`config.mk`:
```
export PLATFORM = sky130hd
export DESIGN_NAME = cnt_uart_tx
export DESIGN_NICKNAME = d
export VERILOG_FILES = /design/src/rtl/cnt_uart_pkg.sv /design/src/rtl/cnt_sync_stable.sv /design/src/rtl/cnt_uart_tx.sv
export SDC_FILE = /design/constraint.sdc
export NUM_CORES = 1
export LEC_CHECK = 0
export CORE_MARGIN = 2
export CORE_UTILIZATION = 35
export DETAILED_ROUTE_END_ITERATION = 7
export DONT_BUFFER_PORTS = 1
export SETUP_SLACK_MARGIN = 0.4
export SLEW_MARGIN = 30
export SYNTH_ARGS = -nofsm -noshare
export SYNTH_HDL_FRONTEND = slang
export SYNTH_HIERARCHICAL = 1
export SYNTH_SLANG_ARGS = --single-unit
```
`constraint.sdc`:
```
create_clock -name clk -period 2.1 [get_ports clk]
set_clock_uncertainty 0.1 [all_clocks]
set_input_delay 0.42 -clock clk [delete_from_list [all_inputs] [get_ports clk]]
set_output_delay 0.42 -clock clk [all_outputs]
set_load 0.02 [all_outputs]
```
`src/rtl/cnt_uart_pkg.sv`:
```
// Shared types and constants for the ring-oscillator counter UART transmitter.
package cnt_uart_pkg;

    // Transmitter FSM states, 3-bit encoding.
    typedef enum logic [2:0] {
        ST_IDLE    = 3'd0,
        ST_CAPTURE = 3'd1,
        ST_START   = 3'd2,
        ST_DATA    = 3'd3,
        ST_STOP    = 3'd4
    } state_t;

    // Line level while idle / during the stop bit.
    localparam logic IDLE_LEVEL   = 1'b1;
    // Line level during the start bit.
    localparam logic START_LEVEL  = 1'b0;
    // Payload bits per frame.
    localparam int   DATA_BITS    = 8;
    // Stability count that marks three identical synchronised samples.
    localparam int   STABLE_COUNT = 2;

endpackage

```
`src/rtl/cnt_sync_stable.sv`:
```
// Brings the asynchronous counter bus into the clk domain and flags when the
// synchronised value has held still long enough to be trusted as one sample.
module cnt_sync_stable
    import cnt_uart_pkg::*;
(
    input  logic       clk,
    input  logic       rst_n,
    input  logic [7:0] cnt_i,
    output logic [7:0] sync_o,
    output logic       stable_o
);

    logic [7:0] s1_q;
    logic [7:0] s2_q;
    logic [7:0] s3_q;
    logic [1:0] stab_q;
    logic [1:0] stab_d;

    // Stability counter: counts consecutive equal s2/s3 pairs, saturating at the threshold.
    always_comb begin
        stab_d = stab_q;
        if (s2_q == s3_q) begin
            if (stab_q == 2'(STABLE_COUNT)) begin
                stab_d = stab_q;
            end else begin
                stab_d = stab_q + 2'd1;
            end
        end else begin
            stab_d = 2'd0;
        end
    end

    // Two-flop synchroniser, one-cycle delay stage and stability counter register.
    always_ff @(posedge clk or negedge rst_n) begin
        if (!rst_n) begin
            s1_q   <= 8'h00;
            s2_q   <= 8'h00;
            s3_q   <= 8'h00;
            stab_q <= 2'd0;
        end else begin
            s1_q   <= cnt_i;
            s2_q   <= s1_q;
            s3_q   <= s2_q;
            stab_q <= stab_d;
        end
    end

    assign sync_o   = s2_q;
    assign stable_o = (stab_q == 2'(STABLE_COUNT));

endmodule

```
`src/rtl/cnt_uart_tx.sv`:
```
// Samples the ring-oscillator counter and sends each sample as one 8N1 UART
// frame. All outputs are registered; tx is computed from the next state so it
// lines up with the state register without any input-to-tx combinational path.
module cnt_uart_tx
    import cnt_uart_pkg::*;
#(
    parameter int CLKS_PER_BIT = 16,
    parameter int CAPT_TIMEOUT = 15
) (
    input  logic       clk,
    input  logic       rst_n,
    input  logic       ena,
    input  logic [7:0] cnt_in,
    input  logic       start,
    input  logic       auto_mode,
    output logic       tx,
    output logic       busy,
    output logic       done,
    output logic [7:0] sample_out,
    output logic       unstable
);

    localparam int              BW        = $clog2(CLKS_PER_BIT);
    localparam logic [BW-1:0]   BAUD_LAST = BW'(CLKS_PER_BIT - 1);
    localparam logic [BW-1:0]   BAUD_ONE  = BW'(1);
    localparam logic [3:0]      TMO_LAST  = 4'(CAPT_TIMEOUT - 1);
    // Earliest timeout-counter value at which a stable sample may be taken,
    // giving a CAPTURE phase of at least three cycles.
    localparam logic [3:0]      TMO_MIN   = 4'd2;
    localparam logic [2:0]      BIT_LAST  = 3'(DATA_BITS - 1);

    logic [7:0]    sync_s;
    logic          stable_s;

    state_t        state_q,  state_d;
    logic [BW-1:0] baud_q,   baud_d;
    logic [2:0]    bit_q,    bit_d;
    logic [3:0]    tmo_q,    tmo_d;
    logic [7:0]    sample_q, sample_d;
    logic          unst_q,   unst_d;
    logic          tx_q,     tx_d;
    logic          busy_q,   busy_d;
    logic          done_q,   done_d;
    logic          bit_end_s;

    cnt_sync_stable u_sync (
        .clk      (clk),
        .rst_n    (rst_n),
        .cnt_i    (cnt_in),
        .sync_o   (sync_s),
        .stable_o (stable_s)
    );

    assign bit_end_s = (baud_q == BAUD_LAST);

    // Next-state logic for the FSM, baud counter, bit index and capture timeout.
    always_comb begin
        state_d  = state_q;
        baud_d   = baud_q;
        bit_d    = bit_q;
        tmo_d    = tmo_q;
        sample_d = sample_q;
        unst_d   = unst_q;
        case (state_q)
            ST_IDLE: begin
                baud_d = '0;
                bit_d  = 3'd0;
                if (ena && (start || auto_mode)) begin
                    state_d = ST_CAPTURE;
                    tmo_d   = 4'd0;
                end else begin
                    state_d = ST_IDLE;
                end
            end
            ST_CAPTURE: begin
                if (stable_s && (tmo_q >= TMO_MIN)) begin
                    state_d  = ST_START;
                    sample_d = sync_s;
                    unst_d   = 1'b0;
                    baud_d   = '0;
                end else if (tmo_q == TMO_LAST) begin
                    state_d  = ST_START;
                    sample_d = sync_s;
                    unst_d   = 1'b1;
                    baud_d   = '0;
                end else begin
                    tmo_d = tmo_q + 4'd1;
                end
            end
            ST_START: begin
                if (bit_end_s) begin
                    baud_d  = '0;
                    bit_d   = 3'd0;
                    state_d = ST_DATA;
                end else begin
                    baud_d = baud_q + BAUD_ONE;
                end
            end
            ST_DATA: begin
                if (bit_end_s) begin
                    baud_d = '0;
                    if (bit_q == BIT_LAST) begin
                        state_d = ST_STOP;
                    end else begin
                        bit_d = bit_q + 3'd1;
                    end
                end else begin
                    baud_d = baud_q + BAUD_ONE;
                end
            end
            ST_STOP: begin
                if (bit_end_s) begin
                    baud_d = '0;
                    if (ena && auto_mode) begin
                        state_d = ST_CAPTURE;
                        tmo_d   = 4'd0;
                    end else begin
                        state_d = ST_IDLE;
                    end
                end else begin
                    baud_d = baud_q + BAUD_ONE;
                end
            end
            default: begin
                state_d = ST_IDLE;
                baud_d  = '0;
                bit_d   = 3'd0;
            end
        endcase
    end

    // Output next values derived from the next state so the registers align with state_q.
    always_comb begin
        busy_d = (state_d != ST_IDLE);
        done_d = (state_d == ST_STOP) && (baud_d == BAUD_LAST);
        case (state_d)
            ST_START: tx_d = START_LEVEL;
            ST_DATA:  tx_d = sample_d[bit_d];
            default:  tx_d = IDLE_LEVEL;
        endcase
    end

    // State and output registers; reset drives the line idle immediately.
    always_ff @(posedge clk or negedge rst_n) begin
        if (!rst_n) begin
            state_q  <= ST_IDLE;
            baud_q   <= '0;
            bit_q    <= 3'd0;
            tmo_q    <= 4'd0;
            sample_q <= 8'h00;
            unst_q   <= 1'b0;
            tx_q     <= IDLE_LEVEL;
            busy_q   <= 1'b0;
            done_q   <= 1'b0;
        end else begin
            state_q  <= state_d;
            baud_q   <= baud_d;
            bit_q    <= bit_d;
            tmo_q    <= tmo_d;
            sample_q <= sample_d;
            unst_q   <= unst_d;
            tx_q     <= tx_d;
            busy_q   <= busy_d;
            done_q   <= done_d;
        end
    end

    assign tx         = tx_q;
    assign busy       = busy_q;
    assign done       = done_q;
    assign sample_out = sample_q;
    assign unstable   = unst_q;

endmodule

```
==> qor.csv <==
stage;metric;value;unit
status;status;finished with violations;
status;violations;hold timing;
worst_setup_path;critical_path_depth;9;
placed_design;routabilityCongestion;0.833;
placed_design;placed_cells;297;
floorplan;die_w;83.5;um
placed_design;hpwlAfterDp;3.19;mm
clock_network;cts_sinks;52;
placed_design;pre_cts_ws;-0.0567;ns
grt;track_usage;0.143;
placed_design;portBuffers;0;
worst_setup_path;r2r_setup_slack;0.06;ns
logic_synthesis;yosys_warnings;6;
logic_synthesis;synth_fp_nets;223;
logic_synthesis;ys.flop_type;dfrtp_1;
worst_setup_path;cp.required;2.24;ns
logic_synthesis;yosys-top-cells-area;dfrtp_1 58%, nand2_1 6.1%, o21ai_0 3.9%;
worst_setup_path;critPathLaunch;tmo_q[0]$_DFFE_PN0P_;
detailed_routing;ant_nets;0;
detailed_routing;vias;1678;
grt;globalRoute.totalOverflow;0;
floorplan;fp.dieH;83.5;um
logic_synthesis;netlist_area;2210;um^2
layout;num_antenna_cells;0;
logic_synthesis;ys_ff_latch;52;
clock_network;htreeDepth;2;
floorplan;fp-row-count;28;
worst_setup_path;endpoint;tx$_DFF_PN1_;
worst_setup_path;cp-end-kind;register;
layout;mostFrequentLayoutCell;dfrtp_1;
worst_setup_path;worstReg2RegEnd;tx$_DFF_PN1_;
layout;final_cell_mix;50 x dfrtp_1, 33 x buf_4, 27 x nand2_1;
clock_network;cts_tree;done;
floorplan;core;6030;um^2
logic_synthesis;synthArstFlopShare;1.00;
sta;relSlewSlack;0.775;
worst_setup_path;r2r-start;tmo_q[0]$_DFFE_PN0P_;
clock_network;numCtsBuffers;5;
logic_synthesis;synth_edf_count;0;
power_and_ir_drop;leakage;1.32;nW
grt;antenna_found_initial;0;
grt;grt_max_degree;53;
sta;fin_ws;0.0593;ns
sta;max_freq;0.490;GHz
worst_setup_path;critical_path_class;register to register;
logic_synthesis;synth.top_cell.area_share;0.578;
logic_synthesis;yosys.area.top_type;dfrtp_1;
layout;finalNetCount;265;
worst_setup_path;path_buf_inv;1;
power_and_ir_drop;power_density;1120;nW/um^2
worst_setup_path;reg2regPathDepth;9;
detailed_routing;detail_route.wl_per_cell;15.2;um
sta;worst_slew_pin_slew;0.337;ns
sta;finalHoldViolations;52;
sta;hold_ws;-0.310;ns
logic_synthesis;ys_seq_area_frac;0.589;
detailed_routing;drc;0;
logic_synthesis;syn-instance-count;205;
detailed_routing;drt_iter0_drc;64;
floorplan;start_util;0.367;
floorplan;boundaryPins;25;
layout;syn2layout_area_growth;36.1;%
logic_synthesis;syn_avg_cell_area;10.8;um^2
power_and_ir_drop;peakVddDrop;0.000662;V
worst_setup_path;start_kind;register;
grt;grt_pass1_vias;1645;
layout;fin_cells;323;
worst_setup_path;max_stage_delay;0.47;ns
detailed_routing;dr.pass1.iters;4;
floorplan;die-area;6960;um^2
detailed_routing;vias_per_cell;5.20;
worst_setup_path;critPathSlowestCell;or3_4;
clock_network;clockBufferDepth;2;
sta;period_share;0.972;
worst_setup_path;crit_path_max_fanout;6;
clock_network;path_clk_slew;0.10;ns
hold_path;hp-class;input pin to asynchronous set/reset pin;
sta;fin_crit;2.04;ns
detailed_routing;totalWireLength;4.89;mm
logic_synthesis;synth_cell_types;50;
job;cap_violations;0;
clock_network;cts_root_buffer;clkbuf_8;
layout;drive_above_1_share;0.435;
worst_setup_path;worstPathCellList;inv_2, ha_4, a31oi_4, or3_4, nand2_2, a2bb2oi_1, o21a_1, o211ai_1, o211ai_2;
worst_setup_path;cp_data_arrival_time;2.18;ns
sta;slew_viol_final;0;
sta;setup_violations;0;
grt;grt_pass1_wl;7.92;mm
worst_setup_path;crit_family;compound AO/OA/AOI/OAI gates;
sta;rsz0062_at_grt;true;
clock_network;clock_latency;0.31;ns
Yosys cell counts (2+ instances only):
cell and instances:
nor4_1 3, a32oi_1 2, nand2_1 36, a31oi_1 2
ha_1 5, dfrtp_1 51, a211oi_1 2, xnor2_1 8
a21oi_1 8, o21ai_0 17, clkbuf_1 2, o21a_1 2
inv_1 7, nand2_2 2, nor2_1 10, a2bb2oi_1 2
buf_2 4, nand3_1 6, nand4_1 3, or3_1 3
metrics by stage:
step           utilization  hold slack (ns)  TNS [ns]  power, mW  area (um^2)
2_1_floorplan            -           0.0244         0       2.01         2260
3_3_place_gp         0.411           0.0256   -0.0165       2.34         2480
3_5_place_dp         0.411           0.0258   -0.0567       2.34         2480
4_1_cts              0.456           -0.320         0       3.15         2750
5_1_grt              0.499           -0.330   -0.0695       3.58         3010
6_report             0.499           -0.310         0       3.38         3010
kinds of logic after synthesis:
kind of cell	after synthesis	share of synthesized area
AND/OR/NAND/NOR	74	0.159
AO/OA/AOI/OAI	50	0.154
buffers and inverters	14	0.0294
multiplexers	1	0.00453
flip-flops	52	0.589
adder cells (fa/ha/maj)	5	0.0283
XOR/XNOR	9	0.0357
registers in the layout, indices dropped and copies added (netlist names):
| register | flops |
|---|---|
| baud_q | 4 |
| bit_q | 3 |
| busy | 1 |
| done | 1 |
| sample_out | 8 |
| state_q | 3 |
| tmo_q | 4 |
| tx | 1 |
| u_sync/s1_q | 8 |
| u_sync/s3_q | 8 |
| u_sync/stab_q | 2 |
| u_sync/sync_o | 8 |
| unstable | 1 |
per-layer routing:
metal / track usage / routed length [um] / vias up
met3: 0.0415 / 233 / 9
li1: - / - / 811
met2: 0.229 / 2480 / 34
met5: 0 / 0 / -
met1: 0.184 / 2080 / 824
met4: 0.0572 / 96 / 0
worst min path at each step:
stage                     start                  endpoint  slack (ns)
after CTS                 rst_n   sample_out[7]$_DFF_PN0_       -0.32
after detailed placement  rst_n  u_sync/s1_q[3]$_DFF_PN0_        0.03
final                     rst_n   sample_out[7]$_DFF_PN0_       -0.31
after global placement    rst_n  u_sync/s1_q[3]$_DFF_PN0_        0.03
after global routing      rst_n   sample_out[7]$_DFF_PN0_       -0.33
after floorplan           rst_n       baud_q[0]$_DFF_PN0_        0.02
timing repair:
item                                    in CTS  in global routing
pin swaps                                   20                 25
endpoints found under the setup margin      19                 22
hold endpoints to repair                    52                 52
resized for setup                           29                 47
setup buffers                                9                  9
cell type report:
cell class	count	area, um^2
tap	75	93.8
fill	534	3020
sequential	52	1300
inverter	7	26.3
multi-input combinational	139	1140
clock inverter	3	22.5
timing repair buffer	42	349
clock buffer	5	68.8
power breakdown:
| group | internal (mW) | switching (mW) |
|---|---|---|
| clock | 0.239 | 0.342 |
| combinational | 0.650 | 0.650 |
| sequential | 1.20 | 0.299 |
(Power assumes the default switching activity.)
